--- src/rtl/map_pkg.sv ---
// map_pkg: shared object geometry, lift states and layout tables for map_engine.
package map_pkg;
  localparam int V_ACTIVE = 480;
  localparam int OFF_W = 6;
  typedef struct packed {
    logic [9:0] ph;
    logic [9:0] pv;
    logic [9:0] w;
    logic [9:0] ht;
    logic [9:0] mh;
    logic [9:0] mv;
  } obj_rect_t;
  typedef enum logic [1:0] {DOWN, RISING, UP, FALLING} lift_state_t;
  localparam obj_rect_t WALL_TABLE [0:7] = '{
    '{10'd10,  10'd0,   10'd20, 10'd240, 10'd50,  10'd215},
    '{10'd100, 10'd150, 10'd60, 10'd20,  10'd0,   10'd0},
    '{10'd200, 10'd200, 10'd80, 10'd10,  10'd0,   10'd20},
    '{10'd40,  10'd220, 10'd40, 10'd20,  10'd100, 10'd0},
    '{10'd250, 10'd50,  10'd30, 10'd30,  10'd10,  10'd30},
    '{10'd150, 10'd20,  10'd20, 10'd20,  10'd60,  10'd60},
    '{10'd290, 10'd100, 10'd20, 10'd60,  10'd0,   10'd80},
    '{10'd60,  10'd100, 10'd20, 10'd20,  10'd30,  10'd100}
  };
  localparam obj_rect_t LIFT_TABLE [0:1] = '{
    '{10'd120, 10'd160, 10'd30, 10'd8, 10'd200, 10'd0},
    '{10'd200, 10'd100, 10'd30, 10'd8, 10'd200, 10'd10}
  };
endpackage

--- src/rtl/lift_ctrl.sv ---
// lift_ctrl: per-lift frame prescaler, DOWN/RISING/UP/FALLING FSM and offset counter.
// Only built when MAP_ENGINE_LIFT_EN is defined.
`ifdef MAP_ENGINE_LIFT_EN
module lift_ctrl import map_pkg::*; #(
  parameter int LIFT_TRAVEL = 40,
  parameter int LIFT_DIV = 2
) (
  input  logic             clk,
  input  logic             rst,
  input  logic             en,
  input  logic             tick,
  input  logic             btn,
  output logic [OFF_W-1:0] offset,
  output logic             moving
);
  localparam logic [OFF_W-1:0] TOP = OFF_W'(LIFT_TRAVEL);
  lift_state_t state, state_nx;
  logic [15:0] cnt;
  logic [OFF_W-1:0] offset_nx;
  logic step;
  assign step = tick && en && cnt == 16'(LIFT_DIV - 1);
  assign moving = state == RISING || state == FALLING;
  always_ff @(posedge clk or posedge rst)
    if (rst) begin
      cnt <= '0;
      state <= DOWN;
      offset <= '0;
    end else begin
      if (tick && en) cnt <= step ? '0 : cnt + 16'd1;
      if (step) begin
        state <= state_nx;
        offset <= offset_nx;
      end
    end
  // a direction change consumes its step without moving the offset
  always_comb begin
    state_nx = state;
    offset_nx = offset;
    case (state)
      DOWN: state_nx = btn ? RISING : DOWN;
      RISING: begin
        state_nx = !btn ? FALLING : (offset >= TOP - 6'd1 ? UP : RISING);
        offset_nx = !btn ? offset : (offset >= TOP ? TOP : offset + 6'd1);
      end
      UP: state_nx = btn ? UP : FALLING;
      FALLING: begin
        state_nx = btn ? RISING : (offset <= 6'd1 ? DOWN : FALLING);
        offset_nx = btn || offset == '0 ? offset : offset - 6'd1;
      end
    endcase
  end
endmodule
`endif

--- src/rtl/map_engine.sv ---
// map_engine: 2-stage scan-position to sprite-ROM address mapper for static walls and moving lifts.
// Lifts are built only when MAP_ENGINE_LIFT_EN is defined; otherwise only walls render.
module map_engine import map_pkg::*; #(
  parameter int NUM_WALLS = 8,
  parameter int NUM_LIFTS = 2,
  parameter int LIFT_TRAVEL = 40,
  parameter int LIFT_DIV = 2,
  parameter int BG_ADDR = 12900,
  parameter int ROM_W = 320
) (
  input  logic                       clk,
  input  logic                       rst,
  input  logic                       en,
  input  logic [9:0]                 vga_h,
  input  logic [9:0]                 vga_v,
  input  logic [NUM_LIFTS-1:0]       lift_btn,
  output logic [16:0]                addr,
  output logic                       hit,
  output logic [NUM_LIFTS*OFF_W-1:0] lift_offset,
  output logic [NUM_LIFTS-1:0]       lift_moving
);
  logic [9:0] h, v, h_q, v_q, sel_ph, sel_pv, sel_mh, sel_mv;
  logic [NUM_WALLS-1:0] wall_hit, wall_q;
  logic [NUM_LIFTS-1:0] lift_hit, lift_q;
  logic [NUM_LIFTS*OFF_W-1:0] off;
  logic [OFF_W-1:0] sel_off;
  logic [16:0] col, row, addr_nx;
  logic any;
  logic unused_bits;
  assign h = {1'b0, vga_h[9:1]};
  assign v = {1'b0, vga_v[9:1]};
  for (genvar i = 0; i < NUM_WALLS; i++) begin : g_wall
    assign wall_hit[i] = h >= WALL_TABLE[i].ph && 11'(h) < 11'(WALL_TABLE[i].ph) + 11'(WALL_TABLE[i].w) &&
                         v >= WALL_TABLE[i].pv && 11'(v) < 11'(WALL_TABLE[i].pv) + 11'(WALL_TABLE[i].ht);
  end
`ifdef MAP_ENGINE_LIFT_EN
  logic at_tick, tick_flag, tick;
  assign at_tick = vga_v == 10'(V_ACTIVE) && vga_h == '0;
  assign tick = at_tick && !tick_flag;
  assign off = lift_offset;
  assign unused_bits = ^{vga_h[0], vga_v[0]};
  always_ff @(posedge clk or posedge rst)
    if (rst) tick_flag <= 1'b0;
    else tick_flag <= at_tick;
  for (genvar i = 0; i < NUM_LIFTS; i++) begin : g_lift
    logic [10:0] pv_eff, dv;
    lift_ctrl #(.LIFT_TRAVEL(LIFT_TRAVEL), .LIFT_DIV(LIFT_DIV)) u_lift (
      .clk(clk), .rst(rst), .en(en), .tick(tick), .btn(lift_btn[i]),
      .offset(lift_offset[i*OFF_W +: OFF_W]), .moving(lift_moving[i])
    );
    // 11-bit two's complement: bit 10 set means the lift top is above row 0 or the pixel is above the lift
    assign pv_eff = 11'(LIFT_TABLE[i].pv) - 11'(off[i*OFF_W +: OFF_W]);
    assign dv = 11'(v) - pv_eff;
    assign lift_hit[i] = h >= LIFT_TABLE[i].ph && 11'(h) < 11'(LIFT_TABLE[i].ph) + 11'(LIFT_TABLE[i].w) &&
                         !pv_eff[10] && !dv[10] && dv < 11'(LIFT_TABLE[i].ht);
  end
`else
  assign off = '0;
  assign lift_offset = '0;
  assign lift_moving = '0;
  assign lift_hit = '0;
  assign unused_bits = ^{vga_h[0], vga_v[0], lift_btn};
`endif
  always_ff @(posedge clk or posedge rst)
    if (rst) begin
      h_q <= '0;
      v_q <= '0;
      wall_q <= '0;
      lift_q <= '0;
    end else begin
      h_q <= h;
      v_q <= v;
      wall_q <= wall_hit;
      lift_q <= lift_hit;
    end
  // descending scans so the lowest index wins, lifts applied last so they beat walls
  always_comb begin
    sel_ph = '0;
    sel_pv = '0;
    sel_mh = '0;
    sel_mv = '0;
    sel_off = '0;
    any = 1'b0;
    for (int k = NUM_WALLS - 1; k >= 0; k--)
      if (wall_q[k]) begin
        sel_ph = WALL_TABLE[k].ph;
        sel_pv = WALL_TABLE[k].pv;
        sel_mh = WALL_TABLE[k].mh;
        sel_mv = WALL_TABLE[k].mv;
        sel_off = '0;
        any = 1'b1;
      end
    for (int k = NUM_LIFTS - 1; k >= 0; k--)
      if (lift_q[k]) begin
        sel_ph = LIFT_TABLE[k].ph;
        sel_pv = LIFT_TABLE[k].pv;
        sel_mh = LIFT_TABLE[k].mh;
        sel_mv = LIFT_TABLE[k].mv;
        sel_off = off[k*OFF_W +: OFF_W];
        any = 1'b1;
      end
  end
  assign col = 17'(h_q) - 17'(sel_ph) + 17'(sel_mh);
  assign row = 17'(v_q) - 17'(sel_pv) + 17'(sel_off) + 17'(sel_mv);
  assign addr_nx = col + row * 17'(ROM_W);
  always_ff @(posedge clk or posedge rst)
    if (rst) begin
      addr <= 17'(BG_ADDR);
      hit <= 1'b0;
    end else begin
      addr <= en && any ? addr_nx : 17'(BG_ADDR);
      hit <= en && any;
    end
endmodule
--- config.mk ---
export PLATFORM = sky130hd
export DESIGN_NAME = map_engine
export DESIGN_NICKNAME = d
export VERILOG_FILES = /design/src/rtl/map_pkg.sv /design/src/rtl/lift_ctrl.sv /design/src/rtl/map_engine.sv
export SDC_FILE = /design/constraint.sdc
export NUM_CORES = 1
export LEC_CHECK = 0
export ABC_AREA = 1
export CAP_MARGIN = 15
export CORE_MARGIN = 1
export CORE_UTILIZATION = 50
export DETAILED_ROUTE_END_ITERATION = 8
export PLACE_DENSITY = 0.73
export SETUP_SLACK_MARGIN = 0.15
export SLEW_MARGIN = 10
export SYNTH_ARGS = -nofsm -noshare
export SYNTH_HDL_FRONTEND = slang
export SYNTH_SLANG_ARGS = --single-unit
export TNS_END_PERCENT = 10
--- constraint.sdc ---
create_clock -name clk -period 15.9 [get_ports clk]
set_input_delay 3.18 -clock clk [delete_from_list [all_inputs] [get_ports clk]]
set_output_delay 3.18 -clock clk [all_outputs]
set_load 0.05 [all_outputs]
# --- Word level (Yosys, flattened, before mapping) ---
# Cells that the tools add are included.
classes:
  add_sub_neg: 5
  n_mul: 1
  n_div: 0
  magnitude_cmp: 28
  n_eq_ne: 0
  shift: 0
  n_mux: 40
  bitwise: 0
  reduce_logical: 25
op_table:
  columns: ["operator", "n"]
  rows:
  - ["10-bit two-way mux", 28]
  - ["9-bit by 8-bit >= comparator with 1-bit output (second input constant)", 6]
  - ["9-bit by 8-bit less-than comparator with 1-bit output (second input constant)", 6]
  - ["9-bit by 6-bit >= comparator with 1-bit output (second input constant)", 3]
  - ["9-bit by 7-bit less-than comparator with 1-bit output (second input constant)", 3]
  - ["1-bit logical AND", 25]
  - ["11-bit by 11-bit adder with 12-bit output", 2]
  - ["9-bit by 10-bit subtractor with 11-bit output", 2]
  - ["9-bit by 7-bit >= comparator with 1-bit output (second input constant)", 2]
  - ["9-bit less-than comparator (second input constant)", 2]
  - ["17-bit adder", 1]
  - ["17-bit by 3-bit multiplier with 11-bit output (second input constant)", 1]
  - ["17-bit two-way mux", 1]
  - ["9-bit by 1-bit >= comparator with 1-bit output (second input constant)", 1]
  - ["9-bit by 4-bit >= comparator with 1-bit output (second input constant)", 1]
  - ["9-bit by 5-bit >= comparator with 1-bit output (second input constant)", 1]
  - ["9-bit >= comparator (second input constant)", 1]
  - ["9-bit by 5-bit less-than comparator with 1-bit output (second input constant)", 1]
  - ["9-bit by 6-bit less-than comparator with 1-bit output (second input constant)", 1]
  - ["1-bit two-way mux", 8]
  - ["7-bit two-way mux", 1]
  - ["6-bit two-way mux", 1]
  - ["5-bit two-way mux", 1]
totals:
  reg_bits: 44
  latch_bits: 0
  ram_bits: 0
  mem_bits_ro: 0
  input_bits: 25
  out_inout_bits: 32
  wordCells: 104
  memories: 0

# --- Longest topological paths before layout ---
# Gate-level depths: netlist of the first run.
depth:
  word_depth: 13
  ltp_mapped: 34
  depth_no_buf: 34

# --- Worst setup path before layout of the first run ---
# Ideal clock, no wire load.
synth_timing:
  kind: "register to register"
  startpoint: "register wall_q[0]"
  endpoint: "register addr[16]"
  setup_ps: 120
  t_arrival_ps: 4940
  required_time_ps: 15780
  setup_slack_ps: 10840
  stages_incl_launch_ff: 31
  n_path_buf: 0
  period_less_slack_ps: 5060
  cell_sequence: "dfrtp_1 > nor2_1 > inv_1 > o21ai_0 > ha_1 > inv_1 > fa_1 > ha_1 > a21oi_1 > nand2_1 > a21oi_1 > nor2_1 > nor2_1 > xor2_1 > inv_1 > ha_1 > ha_1 > a21oi_1 > nand2_1 > a21oi_1 > o21ai_0 > xnor2_1 > inv_1 > ha_1 > nand2_1 > nor3_1 > nand3_1 > nand3_1 > nand3_1 > a21oi_1 > nor2_2"
synth_via:
  elab_chain_len: 6
  elab_cells_between_ends: 13
  cone_classes: "add/sub: 5; mul: 1; mux: 6; reduce/logical: 1"
synth_rtl:
  columns: ["item", "line_no", "source"]
  rows:
  - ["start, declared", "map_engine.sv:23", "logic [NUM_WALLS-1:0] wall_hit, wall_q;"]
  - ["start signal, assigned", "map_engine.sv:73", "wall_q <= wall_hit;"]
  - ["10-bit two-way mux", "map_engine.sv:85", "if (wall_q[k]) begin"]
  - ["9-bit by 10-bit subtractor with 11-bit output", "map_engine.sv:104", "assign row = 17'(v_q) - 17'(sel_pv) + 17'(sel_off) + 17'(sel_mv);"]
  - ["11-bit by 11-bit adder with 12-bit output", "map_engine.sv:104", null]
  - ["17-bit by 3-bit multiplier with 11-bit output", "map_engine.sv:105", "assign addr_nx = col + row * 17'(ROM_W);"]
  - ["17-bit adder", "map_engine.sv:105", null]
  - ["17-bit two-way mux (*)", "map_engine.sv:111", "addr <= en && any ? addr_nx : 17'(BG_ADDR);"]
  - ["end signal, assigned", "map_engine.sv:108", "addr <= 17'(BG_ADDR);"]
  - ["end signal, assigned", "map_engine.sv:111", null]
  - ["end, declared", "map_engine.sv:17", "output logic [16:0] addr,"]
# Mark *: on every way between the ends. The rest lies on a longest branch, timed or not.

# --- Worst setup path in the final report of the first run ---
# Same ends and word-level chain as after synthesis.

==> results.md, run 1 <==
- CP top delay family: adder cells
- Netlist cell types: 44
- Worst path slowest cell: dfrtp_1
- Area of the die: 8990 sq um
- Number of global-route vias before repair: 3479
- CP Max Fanout: 9
- TritonCTS Sinks: 44
- Most common cell after layout, fill and taps aside: inv_1
- CORE AREA: 8260 sq um
- Hold Crit Depth: 2
- Rel. slew slack: 0.628
- Fin Setup TNS: 0 ps
- Post-CTS resize count: 0
- Clock root buffer: clkbuf_8
- WL/cell: 12.4 um
- Number of CTS-inserted buffers: 5
- Final hold vios: 0
- Met1 Track Usage GR: 0.242
- Pin count of the biggest net entering global routing: 45
- Vias: 3822
- Wirelength, routed: 9050 um
- Cell area after synthesis: 4310 sq um
- # Max-Cap Violations: 0
- Status: complete, no violations
- Die Ht: 94.8 um
- Synth Flop Type: dfrtp_1
- Total grt overflow: 0
- Peak VDD IR: 49.4 uV
- ANT nets after route: 0
- Vias per inst: 5.22
- EDFF count, synth: 0
- CP Class: reg -> reg
- Pwr per Cell Area: 115 nW/um^2
- Crit end category: register
- Initial DRC count: 187
- Post-CTS Setup Inserts: 0
- Register-to-register setup slack: 10260 ps
- Die span in x: 94.8 um
- Final HPWL DP: 7580 um
- Final setup vio count: 0
- Number of synthesized register bits: 44
- Commonest cells after routing, fill and taps aside: 101 x inv_1, 80 x nand2_1, 63 x nor2_1
- Tot Pwr: 0.000560 W
- Drt pass-1 iters: 4
- Yosys warnings: 0
- Starting Density: 0.521
- Buf/Inv on CP: 4
- Hold Crit Class: reg -> reg
- N_diodes: 0
- CTS Hold Bufs: 0
- GR Util met2: 0.401
- Nets: 711
- Most Used Layer, Global Route: met2
- Final core utilization: 0.591
- Least-Margin Pin Slew: 552 ps
- CTS Buffer Depth: 2
- Worst R2R Start: wall_q[0]
- Clk_lat worst skew: 300 ps
- RSZ-0062 raised after global routing: no
- Synthesized area per cell: 7.38 sq um
- # port buffers: 38
- Leakage power: 2.52 nW
- H-tree depth: 2
- Initial antenna violation count: 0
- Crit path launch type: register
- Critical Path AT: 5840 ps
- Synth-to-layout area growth: 13.3%
- DRC errors left: 0
- Rows: 33
- Startpoint of the lowest-slack hold path: h_q[0]
- Reg2Reg Depth: 30
- GR Util met3: 0.0314
- Final worst path period need: 5640 ps
- Final RePlAce weighted congestion: 0.886
- Register area share after synthesis: 0.257
- Ys async rst share: 1.00
- Worst hold slack: 484 ps
- Global Route Usage Sum: 0.212
- IO Pins: 57
- Hold EP: addr[0]
- Peak Freq: 0.177 GHz
- CP peak stage delay: 510 ps
- Fraction of layout instances using a drive strength above 1: 0.0718
- Synth Instances: 583
- TritonCTS clock tree: done
- CTS clk-pin slew, worst paths: 90 ps
- Slew Viols, Final: 0
- FF-to-FF End: addr[16]
- Clk_skew: 9.28 ps
- Tcrit/Tclk final: 0.355
- Global-route wire length before repair: 15100 um
- Critical Path RT: 16100 ps
-- routing by layer --
layer / wire (um) / vias to the layer above / part of all wire
li1: - / 1979 / -
met1: 3900 / 1712 / 0.43
met2: 4620 / 113 / 0.51
met3: 362 / 18 / 0.040
met4: 178 / 0 / 0.020
met5: 0 / - / 0
-- synth_stat cells (6+ instances only) --
cell type	n	area [sq um]
buf_4	15	113
ha_1	54	676
fa_1	6	120
xor2_1	14	123
nor3_1	9	45.0
inv_1	102	383
o21ai_0	32	160
nand3_1	29	145
a21oi_1	52	260
dfstp_2	6	158
nand2_1	80	300
nor2_1	63	236
nand4_1	6	37.5
nand2_2	13	81.3
a31oi_1	7	43.8
dfrtp_1	38	951
xnor2_1	13	114
-- flip-flops by register name (all words and copies together), names as in the netlist --
| signal | flops |
|---|---|
| h_q | 9 |
| addr | 17 |
| wall_q | 8 |
| v_q | 9 |
| hit | 1 |
-- per-stage QoR --
| stage | std cells | setup slack [ps] | instance area [sq um] |
|---|---|---|---|
| floorplan | 596 | 10840 | 4350 |
| detailed placement | 724 | 10250 | 4760 |
| global placement | 724 | 10260 | 4760 |
| CTS | 732 | 10220 | 4880 |
| finish | 732 | 10260 | 4880 |
| global route | 732 | 9850 | 4880 |
-- how the worst max path moves through the flow --
| stage | from | cells past startpoint | slack (ps) | to |
|---|---|---|---|---|
| 5_1_grt | wall_q[0] | 29 | 9850 | addr[16] |
| 6_report | wall_q[0] | 30 | 10260 | addr[16] |
| 3_3_place_gp | wall_q[0] | 30 | 10260 | addr[16] |
| 4_1_cts | wall_q[0] | 30 | 10220 | addr[16] |
| 3_5_place_dp | wall_q[0] | 30 | 10250 | addr[16] |
| 2_1_floorplan | wall_q[0] | 30 | 10840 | addr[16] |
-- kinds of logic after synthesis --
group	Yosys count	share of synthesized area
xor+xnor	27	0.0549
simple gates	216	0.229
fa+ha+maj	60	0.185
compound gates	116	0.156
flops	44	0.257
other cells	1	0.000871
buf+inv	119	0.117
-- worst reg2reg max path: cells and delay by family, from the launching register on --
family          cells  cell delay (ps)
simple gates       11             1360
buf+inv             4              320
compound gates      7             1100
flops               1              510
fa+ha+maj           6             1940
xor+xnor            2              290
-- cell type report --
class,instances,area (sq um)
well taps,105,131
multi-input cells,433,2740
inverters,103,387
clock buffers,6,82.6
flip-flops and latches,44,1110
clock inverters,2,38.8
repair buffers,39,388
fillers,755,3380
-- report_power, final --
part / total [W] / internal [W] / switching [W]
clock network: 0.0000918 / 0.0000514 / 0.0000404
registers: 0.000123 / 0.000120 / 0.00000280
logic: 0.000345 / 0.000132 / 0.000214
total: 0.000560 / 0.000303 / 0.000257
Power figures use the tool's default switching activity.
==> run 2, diff against run 1 <==
- PLACE_DENSITY: 0.73 -> 0.76
- clock period: 15.9 -> 4.9 ns (I/O delays scaled with it)
==> run 2 against run 1 <==
Net effect:
- the run now ends with negative setup slack left
- final area grew 18%
- cell count grew 9.2%
- core utilization grew 11 points
- die area is the same
- total power grew to 4.4 times the previous value
- sequential power grew to 3.2 times the previous value
- sequential cell count is the same
- hold slack gained 7.5 ps
- highest routed layer unchanged
- register-to-register slack lost 10000 ps
- largest power group unchanged
- worst setup slack lost 10000 ps
- clock skew grew 8.2 ps
- combinational power grew to 5.2 times the previous value
- largest cell class unchanged
==> results.md, run 2 (same netlist as run 1, synthesis figures left out) <==
- WL/cell: 13.7 um
- Max reg flops: 17
- Worst hold slack: 492 ps
- TritonCTS Sinks: 44
- Fin Setup TNS: -14.2 ps
- Biggest registers after layout: addr x17, h_q x9, v_q x9
- Wirelength, routed: 10900 um
- Crit end category: register
- Synth-to-layout area growth: 33.7%
- Least-Margin Pin Slew: 524 ps
- Initial antenna violation count: 0
- TritonCTS clock tree: done
- ANT nets after route: 0
- CP Class: reg -> reg
- Slew Viols, Final: 0
- Critical Path RT: 5140 ps
- Tcrit/Tclk final: 1.00
- RSZ-0062 raised after global routing: yes
- Die span in x: 94.8 um
- Worst R2R Start: wall_q[3]
- IO Pins: 57
- Peak Freq: 0.204 GHz
- Nets: 778
- Rows: 33
- Worst Setup SP: wall_q[3]
- Pwr per Cell Area: 423 nW/um^2
- Clk_skew: 17.4 ps
- Die Ht: 94.8 um
- CTS Hold Bufs: 0
- Rel. slew slack: 0.647
- Status: finished, violations left
- Drt pass-1 iters: 5
- Final setup vio count: 2
- Crit path launch type: register
- Most flops, register: addr
- Area of the die: 8990 sq um
- # Max-Cap Violations: 0
- Leakage power: 2.89 nW
- Number of global-route vias before repair: 4075
- Commonest cells after routing, fill and taps aside: 96 x inv_1, 74 x nand2_1, 67 x buf_4
- Final core utilization: 0.697
- Buf/Inv on CP: 4
- Setup ws final: -8.74 ps
- CP top delay family: adder cells
- Global-route wire length before repair: 17800 um
- Starting Density: 0.521
- Worst path slowest cell: fa_2
- Vias per inst: 5.31
- Layout fillers: 619
- CORE AREA: 8260 sq um
- Failing checks: negative setup slack
- N_diodes: 0
- Most common cell after layout, fill and taps aside: inv_1
- Peak VDD IR: 215 uV
- Fraction of layout instances using a drive strength above 1: 0.274
- CP Max Fanout: 4
- Register-to-register setup slack: -9 ps
- Final hold vios: 0
- Hold Crit Class: reg -> reg
- Vias: 4240
- Clk_lat worst skew: 310 ps
- Initial DRC count: 234
- Critical Path AT: 5150 ps
- CTS Buffer Depth: 2
- H-tree depth: 2
- Final worst path period need: 4910 ps
- CTS clk-pin slew, worst paths: 100 ps
- Final RePlAce weighted congestion: 0.925
- Clock root buffer: clkbuf_8
- CP peak stage delay: 590 ps
- Pin count of the biggest net entering global routing: 32
- Final HPWL DP: 8240 um
- Number of CTS-inserted buffers: 5
- DRC errors left: 0
- Total grt overflow: 0
- Global Route Usage Sum: 0.251
- Startpoint of the lowest-slack hold path: h_q[0]
- # port buffers: 38
[run 2: what timing repair did]
item	in CTS	in global routing
resized for setup	40	42
setup endpoints to repair	4	7
buffers inserted	12	4
pin swaps	25	36
[run 2: area by class of cell]
class / count / area (sq um) / share of cell area
Tap cell: 105 / 131 / 0.0228
Clock inverter: 2 / 12.5 / 0.00217
Multi-Input combinational cell: 433 / 3150 / 0.547
Clock buffer: 6 / 72.6 / 0.0126
Timing Repair Buffer: 106 / 895 / 0.155
Sequential cell: 44 / 1110 / 0.193
Inverter: 103 / 387 / 0.0672
[run 2: where the power goes]
| part | switching, W | total, W | internal (W) |
|---|---|---|---|
| clock network | 0.000135 | 0.000235 | 0.000100 |
| logic | 0.000987 | 0.00180 | 0.000817 |
| registers | 0.00000885 | 0.000398 | 0.000389 |
| total | 0.00113 | 0.00244 | 0.00131 |
[run 2: layer usage]
layer	up-vias	share of wire	GRT usage	wire length, um
met4	0	0.034	0.106	371
met5	-	0	0	0
met2	140	0.53	0.481	5750
li1	2106	-	-	-
met1	1957	0.40	0.276	4390
met3	37	0.037	0.0306	400
[run 2: worst paths after layout]
check,endpoint,depth (start not counted)
worst min-delay path,addr[0],2
max in group asynchronous,wall_q[0],3
worst max register to register,addr[15],29
worst min register to register,addr[0],2
min in group asynchronous,addr[15],2
worst max-delay path,addr[15],29
[run 2: through the flow]
stage | cell area [sq um] | power (W) | worst slack (ps) | cells
final | 5760 | 0.00244 | -8.74 | 799
after global routing | 5760 | 0.00262 | -244 | 799
after CTS | 5560 | 0.00218 | 95.2 | 795
after detailed placement | 5220 | 0.00173 | -206 | 775
after global placement | 5220 | 0.00170 | -125 | 775
after floorplan | 4440 | 0.00137 | 156 | 596
[run 2: worst min-delay path, stage by stage, from the launching register on]
cell and delay (ps):
dfrtp_1 370, inv_1 50, nor2_1 40
==> run 3, diff against run 2 <==
- CORE_ASPECT_RATIO: default -> 1.5
==> run 3 against run 2 <==
Net effect:
- the run still ends with negative setup slack left
- worst setup slack worse by 50 ps
- cell count up 2.0%
- register-to-register slack worse by 50 ps
- routed wire length up 9.6%
- final area up 4.9%
- highest routed layer unchanged
==> results.md, run 3 (same netlist as run 1, synthesis figures left out) <==
- Global Route Usage Sum: 0.267
- Crit end category: register
- Total grt overflow: 0
- Crit path launch type: register
- Slew Viols, Final: 0
- WL/cell: 14.7 um
- Global-route wire length before repair: 18800 um
- Critical Path RT: 5090 ps
- TritonCTS Sinks: 44
- CTS Buffer Depth: 2
- DRC errors left: 0
- Rel. slew slack: 0.665
- # port buffers: 38
- Tcrit/Tclk final: 1.01
- Final worst path period need: 4960 ps
- Starting Density: 0.515
- Worst path slowest cell: fa_2
- Final setup vio count: 1
- Final hold vios: 0
- Most common cell after layout, fill and taps aside: inv_1
- Clk_lat worst skew: 290 ps
- CP peak stage delay: 550 ps
- Peak Freq: 0.202 GHz
- Final RePlAce weighted congestion: 0.935
- Commonest cells after routing, fill and taps aside: 96 x inv_1, 81 x buf_4, 75 x nand2_1
- Rows: 41
- Leakage power: 3.02 nW
- Fraction of layout instances using a drive strength above 1: 0.295
- Most flops, register: addr
- ANT nets after route: 0
- Die span in x: 77.8 um
- Nets: 792
- Worst Setup SP: wall_q[0]
- Area of the die: 8990 sq um
- Worst R2R Start: wall_q[0]
- # Max-Cap Violations: 0
- CTS Hold Bufs: 0
- CORE AREA: 8360 sq um
- Max reg flops: 17
- Clock root buffer: clkbuf_16
- Vias: 4370
- Startpoint of the lowest-slack hold path: h_q[0]
- CTS clk-pin slew, worst paths: 70 ps
- Sequential power share: 0.150
- TritonCTS clock tree: done
- Pin count of the biggest net entering global routing: 40
- Wirelength, routed: 11900 um
- CP Max Fanout: 5
- IO Pins: 57
- Clk_skew: 7.31 ps
- Number of CTS-inserted buffers: 5
- Least-Margin Pin Slew: 498 ps
- Number of global-route vias before repair: 4350
- Biggest registers after layout: addr x17, h_q x9, v_q x9
- Final HPWL DP: 9200 um
- Net Sw Power: 0.00118 W
- Hold Crit Class: reg -> reg
- Clk pwr share: 0.151
- Die Ht: 116 um
- Pwr per Cell Area: 441 nW/um^2
- Failing checks: negative setup slack
- Drt pass-1 iters: 5
- H-tree depth: 2
- Setup ws final: -58.7 ps
- Final core utilization: 0.722
- Initial antenna violation count: 0
- Combinational share of power: 0.699
- N_diodes: 0
- Sw Share: 0.442
- Initial DRC count: 128
- Critical Path AT: 5150 ps
- RSZ-0062 raised after global routing: yes
- Internal: 0.00148 W
- Synth-to-layout area growth: 40.3%
- CP Class: reg -> reg
- Status: finished, violations left
- Vias per inst: 5.36
- Peak VDD IR: 444 uV
- Place WS: -249 ps
-- run 3: changes by cell type in the layout (fill, tap and decap cells not counted), moves of 3 or more --
cell / previous run / this run
nor2_1: 55 / 52
ha_2: 5 / 2
buf_4: 67 / 81
clkbuf_16: 0 / 5
ha_4: 12 / 16
clkbuf_8: 5 / 1
-- run 3: cell type report --
class | instances | area [sq um]
multi-input cells | 433 | 3230
fillers | 612 | 2320
flip-flops and latches | 44 | 1110
repair buffers | 120 | 1000
inverters | 103 | 387
clock buffers | 6 | 139
well taps | 107 | 134
clock inverters | 2 | 38.8
-- run 3: power groups by stage --
stage | combinational [W] | sequential, W | clock, W
2_1_floorplan | 0.000907 | 0.000459 | 0
3_3_place_gp | 0.00138 | 0.000405 | 0
3_5_place_dp | 0.00143 | 0.000406 | 0
4_1_cts | 0.00166 | 0.000400 | 0.000408
5_1_grt | 0.00202 | 0.000401 | 0.000422
6_report | 0.00186 | 0.000399 | 0.000403
-- run 3: layer usage --
metal / up-vias / track usage / part of all wire
met5: - / 0 / 0
met4: 0 / 0.175 / 0.061
met3: 52 / 0.0331 / 0.030
met2: 137 / 0.545 / 0.57
met1: 2032 / 0.243 / 0.34
li1: 2149 / - / -
-- run 3: what timing repair did --
action / CTS / global route
gates cloned: 0 / 0
pin swaps: 40 / 31
resized for setup: 48 / 41
buffers inserted: 9 / 0
endpoints found under the setup margin: 4 / 7
-- run 3: final timing paths --
path / to / slack (ps) / depth (start not counted)
setup / recovery: addr[16] / -60 / 29
setup reg to reg: addr[16] / -60 / 29
hold reg to reg: addr[0] / 480 / 2
min in group asynchronous: addr[16] / 880 / 2
max in group asynchronous: wall_q[0] / 3280 / 3
hold / removal: addr[0] / 480 / 2
-- run 3: through the flow --
step	cell area, sq um	TNS [ps]	power (W)	hold WS [ps]	std cells
final	6040	-58.7	0.00266	480	815
after global routing	6040	-994	0.00284	504	815
after CTS	5860	0	0.00247	485	815
after detailed placement	5380	-706	0.00183	472	798
after global placement	5380	-363	0.00178	461	798
after floorplan	4440	0	0.00137	448	596
-- run 3: worst max-delay path: cells and delay by family, from the launching register on --
kind                     cells  cell delay, ps
XOR/XNOR                     2             220
buffers and inverters        6             760
adder cells (fa/ha/maj)      6            1900
AND/OR/NAND/NOR              9             670
flip-flops                   1             420
AO/OA/AOI/OAI                6             870
